===== src/rtl/booth_pkg.sv =====
// Shared constants for the Booth radix-2 datapath: default width, recoding-pair encodings, counter sizing.
package booth_pkg;
  localparam int N_DEF = 3;

  // q = {Q[0], Q_1}
  localparam logic [1:0] Q_NOP0 = 2'b00;
  localparam logic [1:0] Q_ADD  = 2'b01;
  localparam logic [1:0] Q_SUB  = 2'b10;
  localparam logic [1:0] Q_NOP1 = 2'b11;

  function automatic int cnt_width(input int n);
    return $clog2(n + 1);
  endfunction

  localparam int CNT_W = cnt_width(N_DEF);
endpackage


===== src/rtl/booth_addsub.sv =====
// (N+1)-bit two's-complement adder/subtractor for the Booth accumulator.
// Purely combinational, zero latency, no flow control.
module booth_addsub #(
  parameter int W = 4
) (
  input  logic [W-1:0] a,
  input  logic [W-1:0] m,
  input  logic         resta,
  output logic [W-1:0] sum
);
  assign sum = resta ? (a - m) : (a + m);
endmodule


===== src/rtl/booth_datapath.sv =====
// Booth radix-2 signed multiplier datapath driven by controller strobes; producto/valido register 1 cycle after fin with cnt==N.
// No backpressure: strobes act on the edge they are seen. Protocol checking is built only with BOOTH_DP_ERRCHK_EN.
module booth_datapath
  import booth_pkg::*;
#(
  parameter int N = N_DEF
) (
  input  logic           clk,
  input  logic           rst_n,
  input  logic           cargaQ,
  input  logic           cargaM,
  input  logic           cargaA,
  input  logic           resta,
  input  logic           desp,
  input  logic           fin,
  input  logic [N-1:0]   mcand,
  input  logic [N-1:0]   mplier,
  output logic [1:0]     q,
  output logic [2*N-1:0] producto,
  output logic           valido,
  output logic           err_proto
);
  localparam int CW = cnt_width(N);

  logic [N:0]    a_r;
  logic [N:0]    m_r;
  logic [N-1:0]  q_r;
  logic          q1_r;
  logic [CW-1:0] cnt_r;
  logic [N:0]    sum;
  logic          cnt_done;

  assign cnt_done = (cnt_r == CW'(N));
  assign q        = {q_r[0], q1_r};

  booth_addsub #(.W(N + 1)) u_addsub (
    .a     (a_r),
    .m     (m_r),
    .resta (resta),
    .sum   (sum)
  );

  always_ff @(posedge clk) begin
    if (!rst_n) begin
      a_r      <= '0;
      m_r      <= '0;
      q_r      <= '0;
      q1_r     <= 1'b0;
      cnt_r    <= '0;
      producto <= '0;
      valido   <= 1'b0;
    end else begin
      if (cargaM)
        m_r <= {mcand[N-1], mcand};

      if (cargaQ) begin
        q_r    <= mplier;
        a_r    <= '0;
        q1_r   <= 1'b0;
        cnt_r  <= '0;
        valido <= 1'b0;
      end else begin
        // Simultaneous cargaA/desp is a protocol error; neither is applied.
        if (cargaA && !desp && !cnt_done)
          a_r <= sum;
        else if (desp && !cargaA && !cnt_done) begin
          {a_r, q_r, q1_r} <= {a_r[N], a_r, q_r};
          cnt_r            <= cnt_r + 1'b1;
        end

        if (fin && cnt_done && !valido) begin
          producto <= {a_r[N-1:0], q_r};
          valido   <= 1'b1;
        end
      end
    end
  end

`ifdef BOOTH_DP_ERRCHK_EN
  logic err_ev;

  always_comb begin
    err_ev = 1'b0;
    if (!cargaQ)
      err_ev = (cargaA && desp) || ((cargaA || desp) && cnt_done) || (fin && !cnt_done);
  end

  always_ff @(posedge clk) begin
    if (!rst_n)
      err_proto <= 1'b0;
    else if (cargaQ)
      err_proto <= 1'b0;
    else if (err_ev)
      err_proto <= 1'b1;
  end
`else
  assign err_proto = 1'b0;
`endif
endmodule

===== config.mk =====
export PLATFORM = sky130hd
export DESIGN_NAME = booth_datapath
export DESIGN_NICKNAME = d
export VERILOG_FILES = /design/src/rtl/booth_pkg.sv /design/src/rtl/booth_addsub.sv /design/src/rtl/booth_datapath.sv
export SDC_FILE = /design/constraint.sdc
export NUM_CORES = 1
export LEC_CHECK = 0
export ABC_AREA = 0
export BUFFER_PORTS_ARGS = -buffer_cell sky130_fd_sc_hd__buf_4
export CELL_PAD_IN_SITES_DETAIL_PLACEMENT = 0
export CELL_PAD_IN_SITES_GLOBAL_PLACEMENT = 1
export CORE_MARGIN = 1.5
export CORE_UTILIZATION = 39
export CTS_CLUSTER_DIAMETER = 150
export DETAILED_ROUTE_END_ITERATION = 7
export GPL_TIMING_DRIVEN = 0
export PLACE_DENSITY_LB_ADDON = 0.1
export REMOVE_ABC_BUFFERS = 1
export SYNTH_ARGS = -nofsm -noshare
export SYNTH_HDL_FRONTEND = slang
export SYNTH_SLANG_ARGS = --single-unit

===== constraint.sdc =====
create_clock -name clk -period 2.27 [get_ports clk]
set_input_delay 0.1135 -clock clk [delete_from_list [all_inputs] [get_ports clk]]
set_output_delay 0.1135 -clock clk [all_outputs]
set_load 0.01 [all_outputs]

==> metrics, run 1 <==
status complete, no violations; yosys synthesis warning count 0; Post-synth EDFFs 0; pins over their slew limit 0; Max clock buf depth 2; share of post-route cells with drive strength above 1 0.295; Async SR Flop Fraction 0; Netlist cell types 27; post-route ant nets 0; critical path class reg2reg; period utilization 0.939; crit start category flip-flop; Routed WL 1810 µm; Post-DP Area 0.00117 mm²; Design Area, Final 0.00124 mm²; clock period minus worst slack 2.13 ns; Core Area 0.00245 mm²; Yosys reg bits 20; fmax 469 MHz; Worst EP required 2.51 ns; worst relative slew slack 0.434; Reg clk slew, reported paths 0.11 ns; Syn Area/Cell 9.47 µm²; clock power share 0.292; H-tree depth 1; total gr overflow 0; peak supply drop 0.339 mV; TritonCTS clock tree yes; # diodes 0; leakage 0.506 nW; r2r startpoint m_r[0]$_SDFFE_PN0P_; pre-CTS setup slack 0.0618 ns; final non-filler cell total 159; Sinks on Clock Net 20; PortBufs 22; die area 0.00289 mm²; FF-to-FF End a_r[3]$_SDFFE_PP0P_; area grow syn2layout 23.7%; Finished Core Util 0.506; Setup WS post-layout 0.139 ns; synthesized netlist cell count 106; Die Wd 53.7 µm; reg2reg setup slack 0.14 ns; gpl congestion 0.721; CP Max Fanout 4; worst-case reg-to-reg path depth 9; CTS root buf clkbuf_4; Num CTS Buffers 3; number of max-cap violations 0; DP Wirelength 1360 µm; WP data arrival 2.37 ns; Die Span Y 53.7 µm; Initial DRT Pass Iterations 4; sequential area share after synthesis 0.399; largest net degree at the start of global routing 14; final setup vio count 0; Starting Density 0.409; top_reg_cell synth dfxtp_1; residual DRC count 0; IO Count 24; worst skew pair latency 0.30 ns; Vias/cell 4.84; Placed Cells incl. Taps 151; critical path launch point m_r[0]$_SDFFE_PN0P_; pwr dens 557 mW/mm²; Reg power frac 0.534; Synth area leaders dfxtp_1 (40%), mux2i_1 (14%), nor2b_1 (6.9%); global-route usage over all layers 0.145; starting DRC count in detailed routing 5; Cell Area, Synth 0.00100 mm²; crit end category flip-flop; Final Hold Vio Count 0; vias in the first global route 678; Switching Share 0.236; HP Class in2reg; first-pass GRT wire length 3010 µm; area leader, netlist dfxtp_1; DR WL/cell 11.4 µm; nets@finish 150; clk_skew 0.00958 ns; num rows 18; initial antenna violation count 0; via count 769; design internal power 528 µW; crit path to a_r[3]$_SDFFE_PP0P_; Least-Margin Pin Slew 0.845 ns; Gate power share 0.174; sw power 164 µW; post-synth top area share 0.399
[per-stage QoR]
stage / hold slack [ns] / power, mW / TNS, ns
floorplan: 0.235 / 0.446 / 0
global placement: 0.358 / 0.482 / -1.04
detailed placement: 0.366 / 0.485 / 0
CTS: 0.0439 / 0.691 / 0
global route: 0.0576 / 0.742 / -0.00696
finish: 0.0553 / 0.692 / 0
[cells in the mapped netlist, types with 3 or more instances]
cell type and number:
ha_1 5, a221oi_1 3, clkbuf_1 3, o21ai_0 4
and2_1 3, xnor2_1 3, buf_4 3, nor2b_1 11
nand2_1 5, mux2i_1 14, inv_1 5, dfxtp_1 20
nor2_1 12
[critical path: stages (launching register included)]
cell,delay [ns]
dfxtp_2,0.37
inv_1,0.05
ha_1,0.28
mux2_2,0.29
inv_1,0.06
ha_1,0.22
a221oi_2,0.26
xnor2_1,0.11
or3_1,0.31
a21oi_1,0.12
[kinds of logic (layout without fill, tap and decap cells)]
logic type	Yosys count	after routing	synth area share
and+or+nand+nor	37	37	0.196
DFF	20	20	0.399
muxes	15	15	0.151
buffers and inverters	12	35	0.0574
AOI/OAI and AO/OA	11	11	0.0761
adders and majority gates	6	6	0.0823
xor gates and xnor gates	4	4	0.0349
other	1	1	0.00374
[power groups by stage]
stage	registers, mW	clock network, mW	logic [mW]
after detailed placement	0.377	0	0.108
after floorplan	0.375	0	0.0705
final	0.370	0.202	0.121
after global routing	0.372	0.234	0.137
after global placement	0.377	0	0.105
after CTS	0.369	0.214	0.108
[layout by cell type (no fill, tap or decap), drive strengths merged, types with 4 or more instances in the layout]
cell type,count
inv,5
clkbuf,4
nand2,5
o21ai,5
nor2,12
nor2b,11
buf,26
a221oi,4
dfxtp,20
mux2i,14
ha,5
[layer usage]
metal,wire (µm),share of wire,vias to the layer above,global-route usage
met5,0,0,-,0
met4,12,0.0066,0,0.0385
met3,106,0.059,2,0.0500
met2,803,0.44,23,0.224
met1,888,0.49,347,0.193
li1,-,-,397,-
[sequential cells by signal, summed over array words and instances, names as in the netlist]
register	count
q1_r	1
producto	6
a_r	4
q_r	3
valido	1
m_r	3
cnt_r	2
[how the worst min path moves through the flow]
stage / slack [ns] / cells past startpoint / to / startpoint
3_3_place_gp: 0.36 / 3 / valido$_SDFFE_PP0P_ / fin
6_report: 0.06 / 3 / valido$_SDFFE_PP0P_ / fin
2_1_floorplan: 0.24 / 1 / q_r[0]$_SDFFE_PN0P_ / rst_n
3_5_place_dp: 0.37 / 3 / valido$_SDFFE_PP0P_ / fin
5_1_grt: 0.06 / 3 / m_r[1]$_SDFFE_PN0P_ / mcand[1]
4_1_cts: 0.04 / 3 / valido$_SDFFE_PP0P_ / fin
[what timing repair did]
| action | 4_1_cts | 5_1_grt |
|---|---|---|
| hold buffers | 0 | 0 |
| buffers inserted | 0 | 4 |
| resized for setup | 0 | 2 |
| endpoints found under the setup margin | 0 | 1 |
[area by class of cell]
| type | count | area, µm² |
|---|---|---|
| inverters | 5 | 18.8 |
| repair buffers | 26 | 195 |
| clock buffers | 4 | 36.3 |
| well taps | 30 | 37.5 |
| multi-input cells | 74 | 551 |
| flip-flops and latches | 20 | 403 |
| fillers | 243 | 1210 |
No activity file was read; power rests on OpenSTA's default activity.
==> inputs of run 2 (changes only) <==
Settings changed: ABC_AREA 0 to 1, CORE_UTILIZATION 39 to 37, MAX_ROUTING_LAYER from default to met4.
==> run 2 against run 1 <==
Net effect: critical path depth is 5 higher; critical path type unchanged; combinational power is 5% higher; final area is 2.7% higher; highest routed layer unchanged; sequential cell count stayed put; hold slack better by 0.024 ns; die area is 10% higher; critical endpoint unchanged; synthesized cell count is 37% higher; via count is 22% higher; first-iteration DRC count grew to 4.4 times the previous value; clock-buffer cell count stayed put; power is 1.4% higher; area after synthesis is 5.4% higher.
==> metrics, run 2 <==
WP data arrival 2.18 ns (was 2.37 ns); Num CTS Buffers 3 (unchanged); leakage 0.579 nW (was 0.506 nW); initial antenna violation count 0 (unchanged); Async SR Flop Fraction 0 (unchanged); first-pass GRT wire length 3520 µm (was 3010 µm); nets@finish 189 (was 150); global-route usage over all layers 0.146 (was 0.145); DR WL/cell 10.1 µm (was 11.4 µm); top_reg_cell synth dfxtp_1 (unchanged); Vias/cell 4.73 (was 4.84); cts hold-fix bufs 0 (unchanged); post-synth top area share 0.379 (was 0.399); vias in the first global route 818 (was 678); num rows 19 (was 18); pins over their slew limit 0 (unchanged); CP Max Fanout 4 (unchanged); HP Class in2reg (unchanged); post-route ant nets 0 (unchanged); via count 942 (was 769); worst skew pair latency 0.29 ns (was 0.30 ns); die area 0.00319 mm² (was 0.00289 mm²); final-layout fill cell count 287 (was 243); gpl congestion 0.723 (was 0.721); Post-DP Area 0.00124 mm² (was 0.00117 mm²); number of post-CTS setup repair buffers 0 (unchanged); critical path class reg2reg (unchanged); peak supply drop 0.381 mV (was 0.339 mV); yosys synthesis warning count 0 (unchanged); clk_skew 0.00121 ns (was 0.00958 ns); number of max-cap violations 0 (unchanged); busiest metal layer after global routing met2 (unchanged); synthesized netlist cell count 145 (was 106); Initial DRT Pass Iterations 4 (unchanged); CTS root buf clkbuf_4 (unchanged); number of flip-flops in the largest register 6 (unchanged); Placed Cells incl. Taps 195 (was 151); clock period minus worst slack 1.94 ns (was 2.13 ns); Starting Density 0.387 (was 0.409); GR Util met2 0.231 (was 0.224); Max clock buf depth 2 (unchanged); Finished Core Util 0.466 (was 0.506); Top reg by flops producto (unchanged); area leader, netlist dfxtp_1 (unchanged); # resized after CTS 0 (unchanged); Die Span Y 56.5 µm (was 53.7 µm); Die Wd 56.5 µm (was 53.7 µm); Yosys reg bits 20 (unchanged); Final Power 702 µW (was 692 µW); Setup WS post-layout 0.328 ns (was 0.139 ns); Final Hold Vio Count 0 (unchanged); pwr dens 550 mW/mm² (was 557 mW/mm²); M1 GR Usage 0.177 (was 0.193); residual DRC count 0 (unchanged); Cell Area, Synth 0.00106 mm² (was 0.00100 mm²); Post-synth top cells nand2_1 (32), inv_1 (21), dfxtp_1 (20) (was dfxtp_1 (20), mux2i_1 (14), nor2_1 (12)); pre-CTS setup slack 0.316 ns (was 0.0618 ns); crit start category flip-flop (unchanged); fmax 515 MHz (was 469 MHz); worst hold slack 0.0793 ns (was 0.0553 ns); PortBufs 22 (unchanged); Design Area, Final 0.00127 mm² (was 0.00124 mm²); final non-filler cell total 199 (was 159); crit end category flip-flop (unchanged); Worst EP required 2.51 ns (about the same); commonest non-fill, non-tap cell in the layout nand2_1 (was buf_4); # diodes 0 (unchanged); largest net degree at the start of global routing 12 (was 14); period utilization 0.855 (was 0.939); cell with the most instances after synthesis nand2_1 (was dfxtp_1); Post-synth EDFFs 0 (unchanged); status complete, no violations (unchanged); sequential area share after synthesis 0.379 (was 0.399); RSZ-0062 raised after global routing no; total gr overflow 0 (unchanged); Syn Area/Cell 7.29 µm² (was 9.47 µm²); IO Count 24 (unchanged); setup TNS 0 ns (unchanged); Netlist cell types 23 (was 27); largest registers producto (6), a_r (4) (unchanged); DP Wirelength 1610 µm (was 1360 µm); Reg clk slew, reported paths 0.11 ns (about the same); starting DRC count in detailed routing 22 (was 5); Core Area 0.00273 mm² (was 0.00245 mm²); TritonCTS clock tree yes (unchanged); final setup vio count 0 (unchanged); met3 usage 0.0276 (was 0.0500); H-tree depth 1 (unchanged); Routed WL 2000 µm (was 1810 µm); most frequent cells in the layout nand2_1 (32), buf_4 (22), inv_1 (21), dfxtp_1 (20), nor2_1 (18) (was buf_4 (26), dfxtp_1 (18), mux2i_1 (14), nor2_1 (12), nor2b_1 (11)); area grow syn2layout 20.6% (was 23.7%); Sinks on Clock Net 20 (unchanged); share of post-route cells with drive strength above 1 0.196 (was 0.295); Synth area leaders dfxtp_1 (38%), nand2_1 (11%), inv_1 (7.5%) (was dfxtp_1 (40%), mux2i_1 (14%), nor2b_1 (6.9%))
==> run 2: changes by cell type after synthesis, moves of 6 or more <==
cell,before,now
o21ai_0,4,12
nor2_1,12,18
nand2_1,5,32
inv_1,5,21
nor2b_1,11,0
a21oi_1,2,12
mux2i_1,14,0
==> run 2: logic make-up (layout without fill, tap and decap cells) <==
kind of cell,count (synthesis),in the layout,synth area share
and+or+nand+nor,61,61,0.275
AOI/OAI and AO/OA,28,28,0.137
buffers and inverters,27,50,0.111
DFF,20,20,0.379
adders and majority gates,6,6,0.0781
xor gates and xnor gates,2,2,0.0166
other,1,1,0.00355
==> run 2: critical path: stages (launching register included) <==
cell and delay, ns:
dfxtp_1 0.35, inv_1 0.09, ha_1 0.28, inv_1 0.03, o21ai_0 0.26, inv_1 0.08, ha_1 0.30, nand2_1 0.05
nor2_1 0.08, nor2_1 0.04, nand2_1 0.08, nand3_1 0.06, nand2_1 0.06, inv_1 0.03, nor2_1 0.09
==> run 2: path summary, 6_finish.rpt <==
| check | from | cells after the start | slack (ns) | to |
|---|---|---|---|---|
| min | fin | 3 | 0.08 | valido$_SDFFE_PP0P_ |
| max reg2reg | m_r[0]$_SDFFE_PN0P_ | 14 | 0.33 | a_r[3]$_SDFFE_PP0P_ |
| min reg2reg | producto[1]$_SDFFE_PN0P_ | 2 | 0.48 | producto[1]$_SDFFE_PN0P_ |
| max | m_r[0]$_SDFFE_PN0P_ | 14 | 0.33 | a_r[3]$_SDFFE_PP0P_ |
==> run 2: final cells by class <==
class | instances | area, µm² | area share
Clock buffer | 4 | 36.3 | 0.0285
Sequential cell | 20 | 400 | 0.314
Timing Repair Buffer | 22 | 165 | 0.130
Multi-Input combinational cell | 98 | 539 | 0.423
Inverter | 24 | 95.1 | 0.0746
Tap cell | 31 | 38.8 | 0.0304
==> run 2: power by group <==
part	switching, mW	internal (mW)
combinational	0.0715	0.0559
clock	0.106	0.0977
sequential	0.00818	0.362
==> run 2: per-layer routing <==
layer | up-vias | wire (µm)
met5 | - | 0
met4 | 0 | 18
met3 | 2 | 43
met2 | 15 | 989
met1 | 415 | 951
li1 | 510 | -
